`config.mk`:
```
export PLATFORM = sky130hd
export DESIGN_NAME = bp_table
export DESIGN_NICKNAME = d
export VERILOG_FILES = /design/src/rtl/bp_table.sv
export SDC_FILE = /design/constraint.sdc
export NUM_CORES = 1
export LEC_CHECK = 0
export BUFFER_PORTS_ARGS = -buffer_cell sky130_fd_sc_hd__buf_2
export CORE_AREA = 2 2 161 163
export CTS_CLUSTER_SIZE = 30
export DETAILED_ROUTE_END_ITERATION = 8
export DIE_AREA = 0 0 163 165
export GPL_ROUTABILITY_DRIVEN = 0
export GPL_TIMING_DRIVEN = 1
export PLACE_DENSITY_LB_ADDON = 0.12
export SYNTH_ARGS = -nofsm -noshare
export SYNTH_HDL_FRONTEND = slang
export SYNTH_SLANG_ARGS = --single-unit
```
`constraint.sdc`:
```
create_clock -name clk -period 5.8 [get_ports clk]
set_clock_uncertainty 0.05 [all_clocks]
set_input_delay 0.29 -clock clk [delete_from_list [all_inputs] [get_ports clk]]
set_output_delay 0.29 -clock clk [all_outputs]
set_load 0.01 [all_outputs]
```
`src/rtl/bp_table.sv`:
```
// ============================================================================
// bp_table -- direction predictor and target generator for the fetch stage.
//
// Every entry of the table is a 2-bit saturating counter. The table is indexed
// by the word-aligned PC bits. In gshare mode (HIST_W > 0) those bits are
// XOR-ed with a speculative global history register. The design decodes the
// instruction being fetched and, in the same cycle, gives a redirect decision
// and the target address. The execute stage trains the table with the
// resolved outcome. A mispredict also rebuilds the speculative history from
// the snapshot that travelled with that branch.
//
// Parameters
//   ENTRIES   number of counters (power of two, 2..1024)
//   HIST_W    global history length; 0 = bimodal, 1..log2(ENTRIES) = gshare
//   CNT_INIT  reset value of every counter (2'b01 = weakly not-taken)
//
// Ports
//   clk               clock; all state changes on the rising edge
//   rst               asynchronous active-high reset
//   inst_i            fetched instruction
//   inst_addr_i       fetched instruction address
//   fetch_valid_i     inst_i is real and advances this cycle
//   isbranch_o        redirect fetch to branch_addr_o
//   branch_addr_o     predicted target (0 when not a JAL/B-type)
//   pred_hist_o       history used for this lookup (0 in bimodal mode)
//   upd_valid_i       a conditional branch resolved this cycle
//   upd_pc_i          address of the resolved branch
//   upd_hist_i        pred_hist_o captured when that branch was fetched
//   upd_taken_i       resolved direction
//   upd_mispredict_i  predicted direction differed from upd_taken_i
// ============================================================================
module bp_table #(
    parameter int         ENTRIES  = 64,
    parameter int         HIST_W   = 0,
    parameter logic [1:0] CNT_INIT = 2'b01,
    localparam int        IDX_W    = $clog2(ENTRIES),
    localparam int        HW       = (HIST_W > 0) ? HIST_W : 1
) (
    input  logic          clk,
    input  logic          rst,

    input  logic [31:0]   inst_i,
    input  logic [31:0]   inst_addr_i,
    input  logic          fetch_valid_i,
    output logic          isbranch_o,
    output logic [31:0]   branch_addr_o,
    output logic [HW-1:0] pred_hist_o,

    // Update channel: there is no ready signal. A beat is accepted on every
    // rising edge where upd_valid_i is high and rst is low, one branch per
    // cycle. upd_pc_i, upd_hist_i, upd_taken_i and upd_mispredict_i are
    // meaningful only while upd_valid_i is high.
    input  logic          upd_valid_i,
    input  logic [31:0]   upd_pc_i,
    input  logic [HW-1:0] upd_hist_i,
    input  logic          upd_taken_i,
    input  logic          upd_mispredict_i
);

    localparam logic [6:0] OPC_BRANCH = 7'b1100011;
    localparam logic [6:0] OPC_JAL    = 7'b1101111;

    // ------------------------------------------------------------------
    // Decode
    // ------------------------------------------------------------------
    logic [6:0]  opcode;
    logic [2:0]  funct3;
    logic        is_btype;
    logic        is_jal;
    logic [31:0] b_imm;
    logic [31:0] j_imm;

    assign opcode = inst_i[6:0];
    assign funct3 = inst_i[14:12];

    // funct3 010 and 011 are not conditional branches in the base ISA.
    assign is_btype = (opcode == OPC_BRANCH) &&
                      (funct3 != 3'b010) && (funct3 != 3'b011);
    assign is_jal   = (opcode == OPC_JAL);

    assign b_imm = {{19{inst_i[31]}}, inst_i[31], inst_i[7],
                    inst_i[30:25], inst_i[11:8], 1'b0};
    assign j_imm = {{11{inst_i[31]}}, inst_i[31], inst_i[19:12],
                    inst_i[20], inst_i[30:21], 1'b0};

    // ------------------------------------------------------------------
    // Global history (only real in gshare mode)
    // ------------------------------------------------------------------
    logic [HW-1:0] ghr;          // history value for the current lookup
    logic [HW-1:0] upd_hist_eff; // history term for the update index

    // ------------------------------------------------------------------
    // Counter table
    // ------------------------------------------------------------------
    logic [1:0]       cnt_q [ENTRIES];
    logic [IDX_W-1:0] lk_idx;
    logic [IDX_W-1:0] upd_idx;
    logic [1:0]       lk_cnt;
    logic [1:0]       upd_cnt;
    logic [1:0]       upd_cnt_next;

    // History is zero-extended on the MSB side before the XOR.
    assign lk_idx  = inst_addr_i[IDX_W+1:2] ^ IDX_W'(ghr);
    assign upd_idx = upd_pc_i[IDX_W+1:2]    ^ IDX_W'(upd_hist_eff);

    assign lk_cnt  = cnt_q[lk_idx];
    assign upd_cnt = cnt_q[upd_idx];

    always_comb begin
        upd_cnt_next = upd_cnt;
        if (upd_taken_i) begin
            if (upd_cnt != 2'b11) upd_cnt_next = upd_cnt + 2'd1;
        end else begin
            if (upd_cnt != 2'b00) upd_cnt_next = upd_cnt - 2'd1;
        end
    end

    // The lookup reads the table combinationally. A same-cycle update to the
    // same entry therefore shows up only in the cycle after the edge.
    always_ff @(posedge clk or posedge rst) begin
        if (rst) begin
            for (int i = 0; i < ENTRIES; i++) cnt_q[i] <= CNT_INIT;
        end else if (upd_valid_i) begin
            cnt_q[upd_idx] <= upd_cnt_next;
        end
    end

    // ------------------------------------------------------------------
    // Prediction outputs
    // ------------------------------------------------------------------
    always_comb begin
        isbranch_o    = 1'b0;
        branch_addr_o = 32'h0;
        if (is_jal) begin
            isbranch_o    = 1'b1;
            branch_addr_o = inst_addr_i + j_imm;
        end else if (is_btype) begin
            isbranch_o    = lk_cnt[1];
            branch_addr_o = inst_addr_i + b_imm;
        end
    end

    assign pred_hist_o = ghr;

    // ------------------------------------------------------------------
    // History register
    // ------------------------------------------------------------------
    generate
        if (HIST_W > 0) begin : g_ghr
            logic [HW-1:0] ghr_q;
            logic [HW-1:0] ghr_d;

            // A mispredict repair takes priority over the speculative shift
            // of a branch fetched in the same cycle. The repaired history is
            // the branch's own snapshot with its real outcome shifted in.
            // Truncating the concatenation to HW bits drops the oldest bit.
            // For HW == 1 that leaves just the new bit.
            always_comb begin
                ghr_d = ghr_q;
                if (upd_valid_i && upd_mispredict_i) begin
                    ghr_d = HW'({upd_hist_i, upd_taken_i});
                end else if (fetch_valid_i && is_btype) begin
                    ghr_d = HW'({ghr_q, isbranch_o});
                end
            end

            always_ff @(posedge clk or posedge rst) begin
                if (rst) ghr_q <= '0;
                else     ghr_q <= ghr_d;
            end

            assign ghr          = ghr_q;
            assign upd_hist_eff = upd_hist_i;
        end else begin : g_no_ghr
            // Bimodal: no history. The snapshot input is ignored and so is
            // the mispredict flag, which only repairs history.
            logic unused_hist;
            assign unused_hist  = ^{upd_hist_i, upd_mispredict_i, fetch_valid_i};
            assign ghr          = '0;
            assign upd_hist_eff = '0;
        end
    endgenerate

    // Only the index bits of the update PC select an entry.
    logic unused_upd_pc;
    assign unused_upd_pc = ^{upd_pc_i[31:IDX_W+2], upd_pc_i[1:0]};

endmodule

```
==> flow_summary.json <==
{
  "postSynthCellCount": 964,
  "wl_met3_um": 1510,
  "synth-compound-area-share_pct": 17.1,
  "power.total_w": 0.00302,
  "tritoncts": "built",
  "clk_pin_slew_ns": 0.06,
  "powerDensity_nw_per_um2": 272,
  "synth-edff-count": 0,
  "synth_area_um2": 9870,
  "drtPass1Iterations": 5,
  "ys_ff_latch": 128,
  "yosys.area.top_type": "dfstp_2",
  "critPathMaxFanout": 18,
  "clk_latency_ns": 0.42,
  "syn_nets": 1112,
  "antenna_found_initial": 0,
  "ys_seq_area_share_pct": 33.3,
  "layout_min_cycle_time_ns": 4.13,
  "hp-class": "input port to async pin",
  "top_regs": "cnt_q (128)",
  "seqPwrFrac_pct": 38.5,
  "rsz0062_at_grt": "false",
  "grt_pass1_wl_um": 45400,
  "routed_via_density": 5.87,
  "max_flop_register": "cnt_q",
  "synth.distinct_cells": 73,
  "synthFlopType": "dfstp_2",
  "crit_chain": "buf_2 > ha_1 > o21ai_0 > o21ai_0 > a2111oi_0 > o21ai_0 > o21ai_0 > a21oi_1 > a21oi_1 > xor2_1 > o22ai_1 > buf_2",
  "max_freq_mhz": 242,
  "dp_cells": 1345,
  "worstPathRequired_ns": 5.46,
  "fp.dieW_um": 163,
  "netSwitchingFraction_pct": 29.0,
  "vdd_drop_max_uv": 225,
  "die_area_um2": 26900,
  "path_common_cell": "o21ai_0",
  "place_area_um2": 10500,
  "htree_levels": 4,
  "cts_buffer_depth": 2,
  "stdcell_area_um2": 11100,
  "tightestPinTransition_ns": 1.08,
  "grt_max_degree": 68,
  "grtUsageTotal_pct": 21.8,
  "synthMuxAreaShare_pct": 25.0,
  "gr-total-overflow": 0,
  "drt-met1-wl_um": 13400,
  "p_clk_share_pct": 36.6,
  "intPower_w": 0.00215,
  "comb_power_share_pct": 24.9,
  "numClockSinks": 128,
  "slew_headroom_pct": 27.5,
  "p_switching_w": 0.000878,
  "max_stage_delay_ns": 0.66,
  "yosys_warnings": 0,
  "setup_violations": 0,
  "failed_checks": "hold timing",
  "core_um2": 25000,
  "slowest_stage": "a2111oi_0",
  "yosys.area.top_type_share_pct": 17.0,
  "crit_path_end_kind": "primary output",
  "dr_wl_met2_um": 13400,
  "portBuffers": 106,
  "rows": 58,
  "drc_errors": 0,
  "synth_area_per_cell_um2": 10.2,
  "diodes": 0,
  "drtIter0Drc": 614,
  "largest_register_ffs": 128,
  "cts_buffers": 17,
  "cts_setup_buffers": 0,
  "start_util_pct": 39.4,
  "crit_type": "input port to primary output",
  "dp_hpwl_um": 20200,
  "drive_gt1_share_pct": 37.6,
  "finalHoldViolations": 13,
  "cts-root-buf": "clkbuf_16",
  "ant_nets": 0,
  "max-cap-violations": 0,
  "cellLeakagePower_nw": 4.85,
  "synth_top_family_by_area": "multiplexers",
  "vias": 8088,
  "pin_count": 137,
  "path_delay_family": "compound AO/OA/AOI/OAI gates",
  "cp-start-kind": "input port",
  "synthArstFlopShare_pct": 100,
  "area_growth_syn_to_layout_pct": 12.7,
  "cp.buffers_inverters": 2,
  "highest_layer": "met4",
  "synthAdderAreaFrac_pct": 6.13,
  "synth-xor-area-share_pct": 2.75,
  "holdWs_ns": -0.0303,
  "yosysMostFrequentCell": "mux2_2",
  "die_h_um": 165,
  "fin_cells": 1377,
  "critPathArrivalTime_ns": 3.79,
  "period_share_pct": 71.2,
  "ctsResizeCount": 0,
  "status": "complete, but fails checks",
  "synth.top_cells.by_count": "136 x mux2_2, 81 x nand2_1, 75 x nor2_1",
  "grt_pass1_vias": 7949,
  "wl_um": 28700,
  "timing.setup.tns_ns": 0,
  "slew_viol_final": 0,
  "yosys.area_share.simple_pct": 11.6,
  "wire_per_inst_um": 20.8,
  "finalNetCount": 1182,
  "synthTopCellsByArea": "dfstp_2 17%, dfrtp_1 16%, mux2_2 16%",
  "hold_buffers": 0
}
[final cells by class]
class / instances / area (um2)
tap: 330 / 413
multi-input combinational: 762 / 6190
sequential: 128 / 3280
clock buffer: 23 / 478
timing repair buffer: 113 / 583
inverter: 12 / 47.5
fill: 2432 / 13900
clock inverter: 9 / 131
[placed cells by master (no fill, tap or decap), types with 4 or more instances in the layout]
master and count:
xor2_1 12, nor2_1 75, buf_2 106, mux4_2 31
nand4_1 7, a211oi_1 12, a21o_1 25, a22oi_1 15
and2_1 14, buf_4 7, dfstp_2 64, o21bai_1 7
a21oi_1 65, and3_1 7, nand3_1 13, mux2i_1 14
o221ai_1 4, nor2b_1 11, xnor2_1 19, o21ai_1 4
ha_1 43, o21a_1 5, inv_1 10, a221oi_1 14
clkbuf_16 17, nand2b_1 6, o21ai_0 33, o22ai_1 22
dfrtp_1 64, a22o_1 8, nor3_1 8, mux2_1 7
nand2_1 81, mux2_2 136
[cell families (layout without fill, tap and decap cells)]
| group | count (synthesis) | count (layout) |
|---|---|---|
| AO/OA/AOI/OAI | 251 | 251 |
| other | 1 | 1 |
| buffers and inverters | 74 | 157 |
| adder cells (fa/ha/maj) | 47 | 47 |
| XOR/XNOR | 31 | 31 |
| multiplexers | 189 | 189 |
| flip-flops | 128 | 128 |
| AND/OR/NAND/NOR | 243 | 243 |
[final timing paths]
kind	slack (ns)	end	startpoint	cells past startpoint
setup / recovery	1.67	branch_addr_o[28]	inst_addr_i[3]	12
setup reg to reg	2.56	cnt_q[91]$_DFFE_PP0P_	cnt_q[68]$_DFFE_PP1P_	9
hold reg to reg	0.48	cnt_q[67]$_DFFE_PP0P_	cnt_q[67]$_DFFE_PP0P_	1
max in group asynchronous	4.40	cnt_q[35]$_DFFE_PP0P_	rst	3
hold / removal	-0.03	cnt_q[65]$_DFFE_PP0P_	rst	2
min in group clk	0.48	cnt_q[67]$_DFFE_PP0P_	cnt_q[67]$_DFFE_PP0P_	1
[power by group through the flow]
stage	combinational [W]	sequential (W)	clock (W)
floorplan	0.000591	0.00115	0
global route	0.000827	0.00118	0.00117
detailed placement	0.000753	0.00118	0
global placement	0.000746	0.00117	0
CTS	0.000756	0.00116	0.00112
finish	0.000753	0.00117	0.00111
[metal layers]
metal	vias to the layer above	GRT usage, %
met4	0	5.39
met2	227	35.7
met3	28	3.04
met1	4049	30.6
met5	-	0
li1	3784	-
[per-stage QoR]
step	utilization, %	setup slack (ns)
2_1_floorplan	-	2.15
3_3_place_gp	42.0	1.65
3_5_place_dp	42.0	1.59
4_1_cts	44.4	1.59
5_1_grt	44.4	1.29
6_report	44.4	1.67
Note: power is estimated with default switching activity, not from simulation.
